## config.mk

```make
export PLATFORM = sky130hd
export DESIGN_NAME = seg_scan_decoder
export DESIGN_NICKNAME = d
export VERILOG_FILES = /design/src/rtl/seg_scan_decoder_pkg.sv /design/src/rtl/seg_scan_decoder_bcd_to_bin.sv /design/src/rtl/seg_scan_decoder.sv
export SDC_FILE = /design/constraint.sdc
export NUM_CORES = 1
export LEC_CHECK = 0
export ABC_CLOCK_PERIOD_IN_PS = 5110
export CORE_MARGIN = 10
export CORE_UTILIZATION = 55
export DETAILED_ROUTE_END_ITERATION = 12
export PLACE_DENSITY = 0.74
export SYNTH_ARGS = -nofsm -noshare
export SYNTH_HDL_FRONTEND = slang
export SYNTH_SLANG_ARGS = --single-unit
```

## constraint.sdc

```tcl
create_clock -name sys_clk -period 5.11 [get_ports sys_clk]
set_clock_uncertainty 0.15 [all_clocks]
set_input_delay 0.7665 -clock sys_clk [delete_from_list [all_inputs] [get_ports sys_clk]]
set_output_delay 0.7665 -clock sys_clk [all_outputs]
set_load 0.03 [all_outputs]
```

## src/rtl/seg_scan_decoder_pkg.sv

```systemverilog
// Shared constants, digit codes and frame helpers for seg_scan_decoder.
// Segment patterns are active-low g..a; digit codes are 4-bit.
package seg_scan_decoder_pkg;

    localparam logic [6:0] SEG_0     = 7'h40;
    localparam logic [6:0] SEG_1     = 7'h79;
    localparam logic [6:0] SEG_2     = 7'h24;
    localparam logic [6:0] SEG_3     = 7'h30;
    localparam logic [6:0] SEG_4     = 7'h19;
    localparam logic [6:0] SEG_5     = 7'h12;
    localparam logic [6:0] SEG_6     = 7'h02;
    localparam logic [6:0] SEG_7     = 7'h78;
    localparam logic [6:0] SEG_8     = 7'h00;
    localparam logic [6:0] SEG_9     = 7'h10;
    localparam logic [6:0] SEG_MINUS = 7'h3F;
    localparam logic [6:0] SEG_BLANK = 7'h7F;

    localparam logic [3:0] DIG_MINUS = 4'd10;
    localparam logic [3:0] DIG_BLANK = 4'd11;
    localparam logic [3:0] DIG_INV   = 4'd15;

    typedef enum logic [2:0] {
        ST_IDLE,
        ST_COLLECT,
        ST_CHECK,
        ST_CONVERT,
        ST_DONE
    } state_t;

    function automatic logic [3:0] seg_decode(input logic [6:0] s);
        logic [3:0] d;
        unique case (s)
            SEG_0:     d = 4'd0;
            SEG_1:     d = 4'd1;
            SEG_2:     d = 4'd2;
            SEG_3:     d = 4'd3;
            SEG_4:     d = 4'd4;
            SEG_5:     d = 4'd5;
            SEG_6:     d = 4'd6;
            SEG_7:     d = 4'd7;
            SEG_8:     d = 4'd8;
            SEG_9:     d = 4'd9;
            SEG_MINUS: d = DIG_MINUS;
            SEG_BLANK: d = DIG_BLANK;
            default:   d = DIG_INV;
        endcase
        return d;
    endfunction

    // Scan from the MS digit: blanks, at most one minus,
    // then numerals only; the units digit must be a numeral.
    function automatic logic frame_ok(input logic [23:0] f);
        logic       ok;
        logic       seen;
        logic [3:0] d;
        ok   = 1'b1;
        seen = 1'b0;
        for (int i = 5; i >= 0; i--) begin
            d = f[i*4 +: 4];
            if (d <= 4'd9)
                seen = 1'b1;
            else if (!seen && (d == DIG_BLANK || d == DIG_MINUS))
                seen = (d == DIG_MINUS);
            else
                ok = 1'b0;
        end
        if (f[3:0] > 4'd9)
            ok = 1'b0;
        return ok;
    endfunction

    function automatic logic frame_neg(input logic [23:0] f);
        logic n;
        n = 1'b0;
        for (int i = 0; i < 6; i++)
            if (f[i*4 +: 4] == DIG_MINUS)
                n = 1'b1;
        return n;
    endfunction

endpackage

```

## src/rtl/seg_scan_decoder_bcd_to_bin.sv

```systemverilog
// Iterative 6-digit BCD to binary, MS digit first, acc = acc*10 + d.
// Ports: start pulse, bcd_in[23:0], bin_out[19:0], done pulse.
module seg_scan_decoder_bcd_to_bin (
    input  logic        sys_clk,
    input  logic        sys_rst_n,
    input  logic        start,
    input  logic [23:0] bcd_in,
    output logic [19:0] bin_out,
    output logic        done
);

    logic [23:0] sh;
    logic [19:0] acc;
    logic [2:0]  cnt;
    logic        busy;
    logic [3:0]  d;
    logic [19:0] acc_nx;

    // Blank and minus codes contribute zero.
    assign d      = (sh[23:20] > 4'd9) ? 4'd0 : sh[23:20];
    assign acc_nx = (acc << 3) + (acc << 1) + {16'd0, d};
    assign bin_out = acc;

    always_ff @(posedge sys_clk or negedge sys_rst_n) begin
        if (!sys_rst_n) begin
            sh   <= '0;
            acc  <= '0;
            cnt  <= '0;
            busy <= 1'b0;
            done <= 1'b0;
        end else begin
            done <= 1'b0;
            if (start) begin
                sh   <= bcd_in;
                acc  <= '0;
                cnt  <= '0;
                busy <= 1'b1;
            end else if (busy) begin
                acc <= acc_nx;
                sh  <= sh << 4;
                cnt <= cnt + 3'd1;
                if (cnt == 3'd5) begin
                    busy <= 1'b0;
                    done <= 1'b1;
                end
            end
        end
    end

endmodule

```

## src/rtl/seg_scan_decoder.sv

```systemverilog
// Monitors a multiplexed 6-digit 7-seg bus and rebuilds the frame.
// In: sys_clk, sys_rst_n, sel_in, seg_in. Out: data/point/sign, pulses, scan_lost.
module seg_scan_decoder
    import seg_scan_decoder_pkg::*;
#(
    parameter logic [15:0] STABLE_CYC  = 16'd1000,
    parameter logic [19:0] TIMEOUT_CYC = 20'd500_000
) (
    input  logic        sys_clk,
    input  logic        sys_rst_n,
    input  logic [5:0]  sel_in,
    input  logic [7:0]  seg_in,
    output logic [19:0] data_out,
    output logic [5:0]  point_out,
    output logic        sign_out,
    output logic        frame_valid,
    output logic        frame_err,
    output logic        scan_lost
);

    logic [5:0]  sel_m, sel_s, sel_p;
    logic [7:0]  seg_m, seg_s, seg_p;
    logic [15:0] stab_cnt;
    logic        sampled;
    logic        same;
    logic        onehot;
    logic        samp;
    logic [2:0]  idx;
    logic [3:0]  dig;
    logic        dot;
    logic [19:0] to_cnt;
    logic        timeout;

    state_t      state;
    logic [23:0] digits;
    logic [5:0]  dots;
    logic [2:0]  exp_idx;
    logic        check_ok;
    logic        bcd_start;
    logic [19:0] bcd_bin;
    logic        bcd_done;

    always_ff @(posedge sys_clk or negedge sys_rst_n) begin
        if (!sys_rst_n) begin
            sel_m <= '0;
            sel_s <= '0;
            sel_p <= '0;
            seg_m <= 8'hFF;
            seg_s <= 8'hFF;
            seg_p <= 8'hFF;
        end else begin
            sel_m <= sel_in;
            sel_s <= sel_m;
            sel_p <= sel_s;
            seg_m <= seg_in;
            seg_s <= seg_m;
            seg_p <= seg_s;
        end
    end

    assign same   = ({sel_s, seg_s} == {sel_p, seg_p});
    assign onehot = (sel_s != 6'd0) &&
                    ((sel_s & (sel_s - 6'd1)) == 6'd0);
    assign samp   = same && !sampled && onehot &&
                    (stab_cnt >= STABLE_CYC - 16'd1);

    always_ff @(posedge sys_clk or negedge sys_rst_n) begin
        if (!sys_rst_n) begin
            stab_cnt <= '0;
            sampled  <= 1'b0;
        end else if (!same) begin
            stab_cnt <= '0;
            sampled  <= 1'b0;
        end else begin
            if (stab_cnt != 16'hFFFF)
                stab_cnt <= stab_cnt + 16'd1;
            if (samp)
                sampled <= 1'b1;
        end
    end

    always_comb begin
        idx = 3'd0;
        for (int i = 0; i < 6; i++)
            if (sel_s[i])
                idx = 3'(i);
    end

    assign dig = seg_decode(seg_s[6:0]);
    assign dot = ~seg_s[7];

    // A sample in the same cycle always wins over the timeout.
    assign timeout = !samp && (to_cnt == TIMEOUT_CYC - 20'd1);

    always_ff @(posedge sys_clk or negedge sys_rst_n) begin
        if (!sys_rst_n) begin
            to_cnt    <= '0;
            scan_lost <= 1'b0;
        end else if (samp) begin
            to_cnt    <= '0;
            scan_lost <= 1'b0;
        end else begin
            if (to_cnt != TIMEOUT_CYC)
                to_cnt <= to_cnt + 20'd1;
            if (timeout)
                scan_lost <= 1'b1;
        end
    end

    assign check_ok  = frame_ok(digits);
    assign bcd_start = (state == ST_CHECK) && check_ok && !timeout;

    seg_scan_decoder_bcd_to_bin u_bcd (
        .sys_clk   (sys_clk),
        .sys_rst_n (sys_rst_n),
        .start     (bcd_start),
        .bcd_in    (digits),
        .bin_out   (bcd_bin),
        .done      (bcd_done)
    );

    always_ff @(posedge sys_clk or negedge sys_rst_n) begin
        if (!sys_rst_n) begin
            state       <= ST_IDLE;
            digits      <= '0;
            dots        <= '0;
            exp_idx     <= '0;
            data_out    <= '0;
            point_out   <= '0;
            sign_out    <= 1'b0;
            frame_valid <= 1'b0;
            frame_err   <= 1'b0;
        end else begin
            frame_valid <= 1'b0;
            frame_err   <= 1'b0;
            if (timeout) begin
                // Partial frame dropped without an error pulse.
                state <= ST_IDLE;
            end else begin
                case (state)
                    ST_IDLE: begin
                        if (samp && idx == 3'd0) begin
                            digits[3:0] <= dig;
                            dots[0]     <= dot;
                            exp_idx     <= 3'd1;
                            state       <= ST_COLLECT;
                        end
                    end
                    ST_COLLECT: begin
                        if (samp && idx == exp_idx) begin
                            digits[{idx, 2'b00} +: 4] <= dig;
                            dots[idx] <= dot;
                            if (exp_idx == 3'd5)
                                state <= ST_CHECK;
                            else
                                exp_idx <= exp_idx + 3'd1;
                        end else if (samp) begin
                            frame_err <= 1'b1;
                            if (idx == 3'd0) begin
                                digits[3:0] <= dig;
                                dots[0]     <= dot;
                                exp_idx     <= 3'd1;
                            end else begin
                                state <= ST_IDLE;
                            end
                        end
                    end
                    ST_CHECK: begin
                        if (check_ok) begin
                            state <= ST_CONVERT;
                        end else begin
                            frame_err <= 1'b1;
                            state     <= ST_IDLE;
                        end
                    end
                    ST_CONVERT: begin
                        if (bcd_done) begin
                            data_out    <= bcd_bin;
                            point_out   <= dots;
                            sign_out    <= frame_neg(digits);
                            frame_valid <= 1'b1;
                            state       <= ST_DONE;
                        end
                    end
                    ST_DONE: state <= ST_IDLE;
                    default: state <= ST_IDLE;
                endcase
            end
        end
    end

endmodule

```

==> results.toml <==
[placed_design]
io_buffers = 45
dp_hpwl_mm = 12.5
gp_congestion = 0.826
pre_cts_ws_ps = 1640

[floorplanning]
dieWidth_um = 153
core_area_um2 = 17300
dieArea_um2 = 23300
start_util_pct = 56.0
die_h_um = 153
ios = 46
row_count = 48

[global_routing]
antenna_found_initial = 0
grt.total_usage_pct = 16.2
grt_max_degree = 99
grt_overflow_total = 0
grt_pass1_vias = 6680
grt_pass1_wl_mm = 32.5

[cts]
clock-sinks = 194
cts_hold_buffers = 0
ctsResizeCount = 0
cts_buffers = 17
cts_max_level = 4
root_buffer = "clkbuf_16"
worstSkewPairLatency_ps = 440
cts_setup_buffers = 0
cts_buffer_depth = 2
cts_tree = "done"
clk_pin_slew_ps = 80

[power]
pwr-share-comb_pct = 2.9
p_seq_share_pct = 51.5
power.total_mw = 3.06
powerDensity_nw_per_um2 = 279
netSwitchingFraction_pct = 25.6
ir_worst_vdd_mv = 0.257
clkPwrFrac_pct = 45.6
switchingPower_uw = 784
p_leak_nw = 4.97
p_int_mw = 2.28

[layout]
layout.nets = 1006
layout-drive-gt1-share_pct = 13.3
antenna_cells = 0
final_common_cell = "dfrtp_1"
area_growth_pct = 13.3
final_cell_mix = "169 x dfrtp_1, 100 x nor2_1, 60 x nand2_1, 51 x o21ai_0"

[sta]
post-route-period-util_pct = 68.9
min_period_ps = 3520
setup_ws_ps = 1590
slew-limit-headroom_pct = 47.4
hold_slack_ps = 202
rsz0062_at_grt = "no"
setup_viol = 0
maxSlewViolCount = 0
final.setup.tns_ps = 0
fmax_mhz = 284
tightestPinTransition_ps = 782
finalHoldViolCount = 0

[yosys]
async_flop_share_pct = 100
synthFlopType = "dfrtp_1"
yosys.area.top_type = "dfrtp_1"
synthTopCellsByArea = "dfrtp_1 44%, dfstp_2 6.5%, ha_1 5.9%"
synth_edf_count = 0
ys_warn_count = 0
netlist_area_um2 = 9690
ys_types = 60
yosysSeqAreaShare_pct = 50.4
synth_nets = 972
syn_inst = 908
synth_top_area_share_pct = 43.9
post_synth.cell_area_avg_um2 = 10.7
ys_ff_latch = 194

[worst_setup_path]
endpoint = "digits[1]"
crit_path_max_fanout = 20
path_class = "flip-flop to flip-flop"
reg2reg_slack_ps = 1590
critPathArrivalTime_ps = 3730
r2r_end = "digits[1]"
cp-startpoint = "seg_s[4]"
worstReg2RegStart = "seg_s[4]"
crit_required_ps = 5320
end_kind = "flip-flop"
critPathLaunchType = "flip-flop"
r2r_cells = 8

[drt]
wl_mm = 18.2
antenna_left = 0
drtIter0Drc = 427
dr.pass1.iters = 5
wire_per_inst_um = 15.4
vias_per_cell = 5.56
route.vias.total = 6557
drc = 0

[flow_run]
maxCapViolCount = 0

[min_path]
min_path_cells = 0
min_path_type = "flip-flop to flip-flop"

[outcome]
status = "completed"
## logic make-up after synthesis
group | after synthesis | share of synthesized area, %
DFF | 194 | 50.4
muxes | 96 | 10.5
AOI/OAI and AO/OA | 128 | 8.00
buffers and inverters | 69 | 2.88
and+or+nand+nor | 315 | 16.6
xor gates and xnor gates | 58 | 5.24
adders and majority gates | 48 | 6.35
## routing by layer
layer / vias up / global-route usage (%) / part of all wire [%]
met3: 20 / 3.73 / 3.2
met1: 3185 / 20.9 / 47
met2: 90 / 26.2 / 47
met4: 0 / 5.90 / 2.0
li1: 3262 / - / -
met5: - / 0 / 0
## final cells by class
type | count | area (um^2)
Clock buffer | 17 | 425
Multi-Input combinational cell | 645 | 4540
Sequential cell | 194 | 4890
Tap cell | 225 | 282
Inverter | 33 | 124
Clock inverter | 15 | 211
Fill cell | 1423 | 6310
Timing Repair Buffer | 51 | 512
## sequential cells by signal, indices dropped and copies added, names as in the netlist, 3 cells and up
signal,flops
digits,24
u_bcd.sh,24
data_out,20
to_cnt,20
u_bcd.bin_out,20
stab_cnt,16
seg_m,8
seg_p,8
seg_s,8
dots,6
point_out,6
sel_m,6
sel_p,6
sel_s,6
exp_idx,3
state,3
u_bcd.cnt,3
## how the worst min path moves through the flow
stage	slack (ps)	endpoint	startpoint
global route	210	sel_s[5]	sel_m[5]
floorplan	180	sel_s[0]	sel_m[0]
detailed placement	180	sel_s[5]	sel_m[5]
finish	200	sel_s[1]	sel_m[1]
CTS	200	sel_s[5]	sel_m[5]
global placement	180	sel_s[0]	sel_m[0]
## critical path, cell delays in order (launching register included)
cell       delay [ps]
dfstp_2           640
xor2_1            100
nor4_1            280
nand4_1           130
buf_4             230
or3_1             530
a2111oi_1         710
a21boi_2          430
mux2i_1           240
## per-stage QoR
| stage | util, % | cells | instance area (um^2) |
|---|---|---|---|
| 2_1_floorplan | - | 908 | 9690 |
| 3_3_place_gp | 59.8 | 1148 | 10300 |
| 3_5_place_dp | 59.8 | 1148 | 10300 |
| 4_1_cts | 63.5 | 1180 | 11000 |
| 5_1_grt | 63.5 | 1180 | 11000 |
| 6_report | 63.5 | 1180 | 11000 |
## cell usage after synthesis, types with 25 or more instances
library cell	number
nand2_1	60
a21oi_1	30
inv_1	33
o21ai_0	51
xor2_1	37
mux2i_1	48
mux2_2	48
nor2_1	100
ha_1	46
dfrtp_1	170
clkbuf_1	29
nor3_1	25
## power groups by stage
stage | Sequential (mW) | Combinational, mW | Clock [mW]
6_report | 1.58 | 0.0875 | 1.40
5_1_grt | 1.58 | 0.101 | 1.49
4_1_cts | 1.58 | 0.0909 | 1.43
3_5_place_dp | 1.61 | 0.0903 | 0
3_3_place_gp | 1.61 | 0.0888 | 0
2_1_floorplan | 1.60 | 0.0444 | 0
(Power assumes the default switching activity.)
